### src/rtl/loopback_channel_emu.sv
// Baseband loopback channel emulator: rotation, gain, DC offset, LFSR noise,
// saturation and a programmable delay between a transmit and a receive I/Q stream.
//
//  state | meaning
//  ------+-------------------------------------------------------------
//  RUN   | normal operation, delayed stage-3 output is qualified
//  FLUSH | pipeline refilling after cfg_load, out_valid held low 3+d cycles
module loopback_channel_emu #(
    parameter int          DW          = 12,
    parameter int          DELAY_DEPTH = 16,
    parameter int          NOISE_W     = 6,
    parameter logic [15:0] LFSR_SEED   = 16'hACE1
) (
    input  logic                           clk_32M768,
    input  logic                           rst_32M768,
    input  logic signed [DW-1:0]           in_I,
    input  logic signed [DW-1:0]           in_Q,
    input  logic                           in_valid,
    input  logic                           cfg_load,
    input  logic [2:0]                     cfg_gain,
    input  logic signed [DW-1:0]           cfg_offset,
    input  logic [3:0]                     cfg_noise_bits,
    input  logic [1:0]                     cfg_rot,
    input  logic [$clog2(DELAY_DEPTH)-1:0] cfg_delay,
    output logic signed [DW-1:0]           out_I,
    output logic signed [DW-1:0]           out_Q,
    output logic                           out_valid,
    output logic [15:0]                    sat_count
);

    localparam int AW = $clog2(DELAY_DEPTH);
    localparam int GW = DW + 4;
    localparam int SW = DW + 18;
    localparam logic [15:0]          SEED      = (LFSR_SEED == 16'h0000) ? 16'h0001 : LFSR_SEED;
    localparam logic [3:0]           NOISE_MAX = 4'(NOISE_W);
    localparam logic [AW:0]          CNT_ONE   = 1;
    localparam logic signed [SW-1:0] SAT_HI    = SW'((2 ** (DW - 1)) - 1);
    localparam logic signed [SW-1:0] SAT_LO    = -SW'(2 ** (DW - 1));
    localparam logic signed [DW-1:0] OUT_MAX   = {1'b0, {(DW-1){1'b1}}};
    localparam logic signed [DW-1:0] OUT_MIN   = {1'b1, {(DW-1){1'b0}}};

    typedef enum logic {ST_RUN, ST_FLUSH} state_t;

    state_t  state, state_nxt;
    logic [AW:0] flush_cnt, flush_cnt_nxt;
    logic [15:0] lfsr;

    logic [2:0]           sh_gain;
    logic signed [DW-1:0] sh_offset;
    logic [3:0]           sh_noise;
    logic [1:0]           sh_rot;
    logic [AW-1:0]        sh_delay;

    logic signed [DW-1:0] s1_i, s1_q, s3_i, s3_q;
    logic signed [GW-1:0] s2_i, s2_q;
    logic                 s1_v, s2_v, s3_v;

    logic signed [DW-1:0] dl_i [DELAY_DEPTH];
    logic signed [DW-1:0] dl_q [DELAY_DEPTH];
    logic                 dl_v [DELAY_DEPTH];
    logic [AW-1:0]        dsel;
    logic                 sel_v;

    logic signed [DW:0]   x_i, x_q, r_i, r_q;
    logic signed [GW-1:0] p_i, p_q, g_i, g_q;
    logic [15:0]          noise_mask, noise_i, noise_q;
    logic signed [SW-1:0] sum_i, sum_q;
    logic                 hi_i, lo_i, hi_q, lo_q;
    logic signed [DW-1:0] y_i, y_q;

    always_comb begin
        state_nxt     = state;
        flush_cnt_nxt = flush_cnt;
        if (cfg_load) begin
            state_nxt     = ST_FLUSH;
            flush_cnt_nxt = {1'b0, cfg_delay} + CNT_ONE;
        end else if (state == ST_FLUSH) begin
            if (flush_cnt == '0) state_nxt = ST_RUN;
            else                 flush_cnt_nxt = flush_cnt - CNT_ONE;
        end
    end

    // Rotation is done one bit wider so that negating the most negative input cannot wrap.
    always_comb begin
        x_i = {s1_i[DW-1], s1_i};
        x_q = {s1_q[DW-1], s1_q};
        r_i = x_i;
        r_q = x_q;
        case (sh_rot)
            2'd1:    begin r_i = x_q;  r_q = -x_i; end
            2'd2:    begin r_i = -x_i; r_q = -x_q; end
            2'd3:    begin r_i = -x_q; r_q = x_i;  end
            default: ;
        endcase
        p_i = $signed({{3{r_i[DW]}}, r_i}) * $signed({{(GW-3){1'b0}}, sh_gain});
        p_q = $signed({{3{r_q[DW]}}, r_q}) * $signed({{(GW-3){1'b0}}, sh_gain});
        g_i = p_i >>> 2;
        g_q = p_q >>> 2;
    end

    always_comb begin
        noise_mask = (16'd1 << sh_noise) - 16'd1;
        noise_i    = lfsr & noise_mask;
        noise_q    = lfsr >> (5'd16 - {1'b0, sh_noise});
        sum_i = $signed({{(SW-GW){s2_i[GW-1]}}, s2_i})
              + $signed({{(SW-DW){sh_offset[DW-1]}}, sh_offset})
              + $signed({{(SW-16){1'b0}}, noise_i});
        sum_q = $signed({{(SW-GW){s2_q[GW-1]}}, s2_q})
              + $signed({{(SW-DW){sh_offset[DW-1]}}, sh_offset})
              + $signed({{(SW-16){1'b0}}, noise_q});
        hi_i = sum_i > SAT_HI;
        lo_i = sum_i < SAT_LO;
        hi_q = sum_q > SAT_HI;
        lo_q = sum_q < SAT_LO;
        y_i  = hi_i ? OUT_MAX : (lo_i ? OUT_MIN : sum_i[DW-1:0]);
        y_q  = hi_q ? OUT_MAX : (lo_q ? OUT_MIN : sum_q[DW-1:0]);
    end

    always_ff @(posedge clk_32M768) begin
        if (rst_32M768) begin
            state     <= ST_RUN;
            flush_cnt <= '0;
            lfsr      <= SEED;
            sh_gain   <= 3'd4;
            sh_offset <= '0;
            sh_noise  <= '0;
            sh_rot    <= '0;
            sh_delay  <= '0;
        end else begin
            state     <= state_nxt;
            flush_cnt <= flush_cnt_nxt;
            lfsr      <= {1'b0, lfsr[15:1]} ^ (lfsr[0] ? 16'hB400 : 16'h0000);
            if (cfg_load) begin
                sh_gain   <= cfg_gain;
                sh_offset <= cfg_offset;
                sh_noise  <= (cfg_noise_bits > NOISE_MAX) ? NOISE_MAX : cfg_noise_bits;
                sh_rot    <= cfg_rot;
                sh_delay  <= cfg_delay;
            end
        end
    end

    // Stage 1 always accepts the input so a sample arriving with cfg_load survives the flush.
    always_ff @(posedge clk_32M768) begin
        if (rst_32M768) begin
            s1_v <= 1'b0; s1_i <= '0; s1_q <= '0;
            s2_v <= 1'b0; s2_i <= '0; s2_q <= '0;
            s3_v <= 1'b0; s3_i <= '0; s3_q <= '0;
            sat_count <= '0;
            for (int k = 0; k < DELAY_DEPTH; k++) begin
                dl_v[k] <= 1'b0; dl_i[k] <= '0; dl_q[k] <= '0;
            end
        end else begin
            s1_v <= in_valid;
            s1_i <= in_valid ? in_I : '0;
            s1_q <= in_valid ? in_Q : '0;
            if (cfg_load) begin
                s2_v <= 1'b0; s2_i <= '0; s2_q <= '0;
                s3_v <= 1'b0; s3_i <= '0; s3_q <= '0;
                sat_count <= '0;
                for (int k = 0; k < DELAY_DEPTH; k++) begin
                    dl_v[k] <= 1'b0; dl_i[k] <= '0; dl_q[k] <= '0;
                end
            end else begin
                s2_v <= s1_v; s2_i <= g_i; s2_q <= g_q;
                s3_v <= s2_v; s3_i <= y_i; s3_q <= y_q;
                dl_v[0] <= s3_v; dl_i[0] <= s3_i; dl_q[0] <= s3_q;
                for (int k = 1; k < DELAY_DEPTH; k++) begin
                    dl_v[k] <= dl_v[k-1]; dl_i[k] <= dl_i[k-1]; dl_q[k] <= dl_q[k-1];
                end
                if (s2_v && (hi_i || lo_i || hi_q || lo_q) && (sat_count != 16'hFFFF))
                    sat_count <= sat_count + 16'd1;
            end
        end
    end

    assign dsel = sh_delay - AW'(1);

    always_comb begin
        out_I = s3_i;
        out_Q = s3_q;
        sel_v = s3_v;
        if (sh_delay != '0) begin
            out_I = dl_i[dsel];
            out_Q = dl_q[dsel];
            sel_v = dl_v[dsel];
        end
        out_valid = sel_v && (state == ST_RUN);
    end

endmodule
### config.mk
export PLATFORM = sky130hd
export DESIGN_NAME = loopback_channel_emu
export DESIGN_NICKNAME = d
export VERILOG_FILES = /design/src/rtl/loopback_channel_emu.sv
export SDC_FILE = /design/constraint.sdc
export NUM_CORES = 1
export LEC_CHECK = 0
export ABC_CLOCK_PERIOD_IN_PS = 19100
export BUFFER_PORTS_ARGS = -buffer_cell sky130_fd_sc_hd__clkbuf_2
export CAP_MARGIN = 15
export CORE_MARGIN = 1
export CORE_UTILIZATION = 68
export DETAILED_ROUTE_END_ITERATION = 6
export GPL_ROUTABILITY_DRIVEN = 0
export MAX_ROUTING_LAYER = met4
export PLACE_DENSITY_LB_ADDON = 0.2
export SLEW_MARGIN = 20
export SYNTH_ARGS = -nofsm -noshare
export SYNTH_HDL_FRONTEND = slang
export SYNTH_SLANG_ARGS = --single-unit
export TNS_END_PERCENT = 5
### constraint.sdc
create_clock -name clk_32M768 -period 19.1 [get_ports clk_32M768]
set_input_delay 0.955 -clock clk_32M768 [delete_from_list [all_inputs] [get_ports clk_32M768]]
set_output_delay 0.955 -clock clk_32M768 [all_outputs]
set_load 0.01 [all_outputs]
==> results.md, run 1 <==
- Initial Util: 69.16%
- Largest net degree at the start of global routing: 149
- Die width: 211.8 um
- Final Cycle Share: 37.86%
- Final count of negative-setup-slack endpoints: 0
- Vias: 20357
- Number of diodes: 0
- Port bufs: 93
- Most frequent cells after synthesis: and2_1, edfxtp_1, nor2_1, dfxtp_1, inv_1
- Crit. End Element: flip-flop
- Post-Route WL: 63770 um
- RSZ-0062 raised after global routing: no
- CP max stage cell: ha_1
- Primary FF master, synth: edfxtp_1
- Synth top area cells: edfxtp_1, dfxtp_1, and2_1
- Syn avg cell area: 11.55 um2
- Hold WC Path Type: reg2reg
- Top Layer Used: met4
- Dpl hpwl: 44020 um
- Setup crit start kind: flip-flop
- First-pass GRT wire length: 102700 um
- CP Data Arrival Time: 7.77 ns
- DRT iter0 DRCs: 1703
- FF+latch area: 14610 um2
- Die area: 44850 um2
- Area growth, synth to finish: 13.39%
- Clk slew on worst S/H paths: 0.06 ns
- Crit Path Category: reg2reg
- EDFF count, synth: 375
- CP delay by family, top: adder cells
- Setup Buffers After CTS: 0
- Cell Count Post-Placement: 3514
- DR pass1 iterations: 5
- Core area: 43270 um2
- Worst-skew pair later-pin latency: 0.62 ns
- Vias per inst: 5.627
- Yosys cell types: 88
- Main combinational cell family by area after synthesis: simple AND/OR/NAND/NOR gates
- DP Area: 32140 um2
- Num CTS Buffers: 55
- Synthesized cell area: 29920 um2
- Cts-stage hold buffer count: 0
- Slew Viols, Final: 0
- Clock sink count: 542
- Seq/Total Area, Yosys: 48.80%
- Synth Area in Simple Gates: 17.71%
- Remaining antenna violation count: 0
- Resized Gates After CTS: 0
- Fmax: 0.1383 GHz
- Fin area: 33930 um2
- Yosys top cell area share: 37.63%
- Tmin final: 7.231 ns
- DRT met1 WL: 25690 um
- DRC Markers: 0
- All-layer global routing usage: 30.07%
- Post-synth ARST share: 0%
- Setup tns final: 0 ns
- Post-synthesis mux area share: 12.30%
- Final hold vios: 0
- Share of the synthesized netlist area taken by xor and xnor gates: 1.873%
- #FFs+latches synth: 542
- # IOs: 94
- CTS tree: built
- Synth Area in Compound Gates: 7.212%
- Synth Area in Adders: 8.454%
- Final net count: 3204
- Crit-path max cell delay: 1.03 ns
- Avg WL per Cell: 17.62 um
- Pwr per Cell Area: 86.00 nW/um2
- # H-tree levels: 2
- Root Driver: clkbuf_16
- Layout cells sized above 1: 12.63%
- Critical path peak fanout: 20
- Worst-Margin Slew: 0.9821 ns
- Row count: 76
- Status: complete, no violations
- Grt ovf: 0
- Maximum vdd drop: 81.63 uV
- Final Non-Filler Cells: 3618
- Final Skew: 0.01835 ns
- Syn Inst Count: 2592
- Multi-input logic area: 15690 um2
- Data required time of the critical path: 19.64 ns
- Crit path buffers/inverters: 2
- Dominant cell by count in the synthesized netlist: and2_1
- Pleak: 14.34 nW
- Max-cap violations: 0
- Syn. warnings: 0
- Area leader, netlist: edfxtp_1
- Filler instances: 2674
- Die Y: 211.8 um
- Clk buf depth: 3
- Initial antenna violation count: 0
- Crit-path cells: clkinv_1 -> ha_1 -> mux2i_1 -> nor2_1 -> a31oi_1 -> nor2_1 -> a21oi_1 -> o22ai_1 -> fa_1 -> ha_1 -> inv_1 -> fa_1 -> nor2b_1 -> o31a_1 -> a31o_2 -> o21bai_1 -> a211o_1 -> nand4_1 -> mux2i_1 -> nor2_1 -> nor4b_1 -> mux2i_1
- Slew HR: 34.44%
- Met2 wire len: 31850 um
- Vias in the first global route: 20667
- Wire length on met3: 3816 um
==> logic make-up (layout without fill, tap and decap cells) <==
logic type	count (synthesis)	count (layout)
AOI/OAI and AO/OA	330	330
xor gates and xnor gates	64	64
adders and majority gates	165	165
buffers and inverters	287	354
DFF	542	542
muxes	223	223
other	1	375
and+or+nand+nor	980	980
==> power breakdown <==
group	internal (mW)	total, mW	switching, mW
sequential	1.32	1.37	0.0481
combinational	0.204	0.490	0.286
clock	0.603	1.06	0.455
total	2.13	2.92	0.789
==> registers in the layout, indices dropped and copies added, names as in the netlist, 14 cells and up <==
register	count
sat_count	16
s2_q	14
dl_i	192
dl_q	192
lfsr	16
dl_v	16
s2_i	14
==> routing by layer <==
| metal | global-route usage, % | vias to the layer above |
|---|---|---|
| met2 | 49.55 | 578 |
| met5 | - | - |
| met1 | 37.24 | 10038 |
| li1 | - | 9575 |
| met3 | 5.251 | 166 |
| met4 | 11.49 | 0 |
==> placed cells by master (no fill, tap or decap), types with 27 or more instances in the layout <==
cell / count
a21o_1: 31
a21oi_1: 94
and2_1: 450
clkbuf_16: 56
clkbuf_2: 93
conb_1: 375
dfxtp_1: 165
edfxtp_1: 375
fa_1: 62
ha_1: 102
inv_1: 139
mux2_2: 28
mux2i_1: 81
mux4_2: 113
nand2_1: 127
nand3_1: 28
nor2_1: 210
nor3_1: 28
o21ai_0: 60
xnor2_1: 35
xor2_1: 27
==> area by class of cell <==
type	instances	share of cell area, %
flip-flops and latches	542	43.05
inverters	142	1.571
multi-input cells	2137	46.25
well taps	585	2.157
repair buffers	108	1.715
clock buffers	84	4.676
clock inverters	20	0.5789
==> final timing paths <==
kind / slack, ns / cells past startpoint / startpoint / endpoint
max: 11.87 / 22 / sh_noise[0] / sat_count[3]
min: 0.43 / 1 / s1_v / s2_v
max reg2reg: 11.87 / 22 / sh_noise[0] / sat_count[3]
min reg2reg: 0.43 / 1 / s1_v / s2_v
==> through the flow <==
step	worst slack [ns]	power, mW	utilization, %	hold slack (ns)
after detailed placement	12.07	1.872	74.29	0.4209
after global placement	12.44	1.850	74.28	0.4160
after CTS	12.05	2.928	78.41	0.4351
after global routing	11.33	3.028	78.43	0.4514
after floorplan	13.03	1.732	-	0.4057
final	11.87	2.918	78.43	0.4320
Power figures use the tool's default switching activity.
==> run 2, diff against run 1 <==
--- a/config.mk
+++ b/config.mk
@@ -5,11 +5,11 @@
 export SDC_FILE = /design/constraint.sdc
 export NUM_CORES = 1
 export LEC_CHECK = 0
-export ABC_CLOCK_PERIOD_IN_PS = 19100
+export ABC_CLOCK_PERIOD_IN_PS = 7000
 export BUFFER_PORTS_ARGS = -buffer_cell sky130_fd_sc_hd__clkbuf_2
 export CAP_MARGIN = 15
 export CORE_MARGIN = 1
-export CORE_UTILIZATION = 68
+export CORE_UTILIZATION = 63
 export DETAILED_ROUTE_END_ITERATION = 6
 export GPL_ROUTABILITY_DRIVEN = 0
 export MAX_ROUTING_LAYER = met4
==> constraint.sdc (replaced) <==
create_clock -name clk_32M768 -period 7 [get_ports clk_32M768]
set_input_delay 0.35 -clock clk_32M768 [delete_from_list [all_inputs] [get_ports clk_32M768]]
set_output_delay 0.35 -clock clk_32M768 [all_outputs]
set_load 0.01 [all_outputs]
==> run 2 against run 1 <==
Compared with the run above:
- utilization down 4.2 points
- non-clock buffer count rose by 46
- first-iteration DRC count down 3.7%
- setup slack worse by 11 ns
- die area grew 7.9%
- global-route usage decreased by 2.2 points
- final area is 2.0% higher
==> results.md, run 2 (synthesis gave the netlist of run 1 again) <==
- Data required time of the critical path: 7.49 ns
- Final core utilization: 74.20%
- Clk slew on worst S/H paths: 0.06 ns
- Core area: 46650 um2
- Num CTS Buffers: 55
- Grt ovf: 0
- Filler instances: 3214
- Clk buf depth: 3
- Port bufs: 93
- Most frequent cells in the layout: and2_1, edfxtp_1, conb_1, nor2_1, dfxtp_1
- Vias per inst: 5.544
- Die width: 219.9 um
- Die Y: 219.9 um
- Remaining antenna violation count: 0
- Max-cap violations: 0
- Worst-skew pair later-pin latency: 0.60 ns
- Initial Util: 64.14%
- CP Data Arrival Time: 6.84 ns
- Worst setup path startpoint: sh_noise[0]
- Tmin final: 6.350 ns
- Worst-Margin Slew: 1.025 ns
- Final net count: 3250
- Initial antenna violation count: 0
- Final Non-Filler Cells: 3686
- Slew Viols, Final: 0
- Vias: 20434
- Final count of negative-setup-slack endpoints: 0
- RSZ-0062 raised after global routing: no
- Layout cells sized above 1: 13.00%
- Sw Pwr: 2.154 mW
- Hold WC Path Type: in2reg
- Setup tns final: 0 ns
- Setup Buffers After CTS: 0
- Clock sink count: 542
- Cell Count Post-Placement: 3540
- Crit-path max cell delay: 0.83 ns
- Avg WL per Cell: 17.14 um
- DRT iter0 DRCs: 1640
- Area growth, synth to finish: 15.69%
- Sw Ratio: 26.20%
- All-layer global routing usage: 27.89%
- R2R Path Start: sh_noise[0]
- Slew HR: 31.55%
- Worst R2R Path Depth: 23
- Row count: 79
- Final Cycle Share: 90.72%
- Largest net degree at the start of global routing: 332
- DR pass1 iterations: 6
- Maximum vdd drop: 210.2 uV
- Vias in the first global route: 20511
- Critical path peak fanout: 20
- Post-Route WL: 63190 um
- # IOs: 94
- Most used cell, CP: nor2_1
- Final hold vios: 0
- Commonest non-fill, non-tap cell in the layout: and2_1
- Clk pwr share: 38.1%
- Fmax: 0.1575 GHz
- Worst r2r dst: sat_count[6]
- Crit. End Element: flip-flop
- Root Driver: clkbuf_16
- Setup crit start kind: flip-flop
- Register share of total power: 45.4%
- Pleak: 14.65 nW
- CTS tree: built
- Overall power: 8.220 mW
- Crit-path cells: buf_4 -> clkinv_1 -> ha_1 -> mux2i_1 -> nor2_1 -> a31oi_1 -> nor2_1 -> a21oi_1 -> o22ai_1 -> fa_1 -> ha_1 -> inv_1 -> fa_1 -> nor2b_1 -> o31a_1 -> a31o_2 -> o21bai_1 -> a211o_1 -> nand4_1 -> mux2i_1 -> nor2_1 -> o311a_1 -> a31o_1
- Dpl hpwl: 43710 um
- # H-tree levels: 2
- DRC Markers: 0
- Status: complete, no violations
- Capture point of the worst path: sat_count[6]
- Top flop regs: dl_i (192), dl_q (192)
- Die area: 48380 um2
- First-pass GRT wire length: 103400 um
- CP max stage cell: ha_1
- Pwr per Cell Area: 237.4 nW/um2
- Final Skew: 0.01162 ns
- Reg2reg setup slack: 0.65 ns
- Crit Path Category: reg2reg
- Logic gate share of total power: 16.4%
- P_int: 6.066 mW
-- run 2: metal layers --
layer / routed length (um) / GRT usage [%] / vias to the layer above
li1: - / - / 9656
met1: 26780 / 36.17 / 10030
met2: 30860 / 44.91 / 562
met3: 3311 / 4.210 / 186
met4: 2244 / 9.862 / 0
met5: 0 / - / -
-- run 2: what timing repair did --
action / in CTS / in global routing
hold buffers: 41 / 0
gates resized for setup: 0 / 0
hold endpoints to repair: 41 / 0
-- run 2: cell type report --
class	instances	area (um2)	area share, %
Inverter	142	533.0	1.540
Timing Repair Buffer	154	1059	3.058
Sequential cell	542	14610	42.20
Multi-Input combinational cell	2137	15690	45.32
Antenna cell	1	2.502	0.007228
Clock inverter	26	342.8	0.9903
Clock buffer	77	1624	4.691
Tap cell	607	759.5	2.194
-- run 2: through the flow --
step           hold WS, ns  area, um2  worst slack, ns
2_1_floorplan       0.4057      31330           0.9290
3_3_place_gp        0.4129      32210            1.178
3_5_place_dp        0.4242      32210           0.8381
4_1_cts           0.004515      34590           0.8314
5_1_grt            0.01830      34620           0.3695
6_report           0.02938      34620           0.6495
-- run 2: power groups by stage --
| stage | clock (mW) | sequential (mW) | combinational [mW] |
|---|---|---|---|
| floorplan | 0 | 3.73 | 0.992 |
| global placement | 0 | 3.79 | 1.26 |
| detailed placement | 0 | 3.80 | 1.30 |
| CTS | 3.18 | 3.74 | 1.33 |
| global route | 3.30 | 3.76 | 1.48 |
| finish | 3.13 | 3.74 | 1.35 |
-- run 2: critical path: cells and delay by family (launching register included) --
kind / cells / cell delay, ns
flip-flops: 1 / 0.32
adder cells (fa/ha/maj): 4 / 1.98
buffers and inverters: 3 / 0.43
AO/OA/AOI/OAI: 9 / 2.09
multiplexers: 2 / 0.69
AND/OR/NAND/NOR: 5 / 0.71
-- run 2: how the worst min path moves through the flow --
stage / from / endpoint / cells after the start
6_report: cfg_offset[1] / sh_offset[1] / 3
3_3_place_gp: s1_v / s2_v / 1
4_1_cts: cfg_offset[1] / sh_offset[1] / 3
2_1_floorplan: s1_v / s2_v / 1
5_1_grt: cfg_offset[1] / sh_offset[1] / 3
3_5_place_dp: s1_v / s2_v / 1
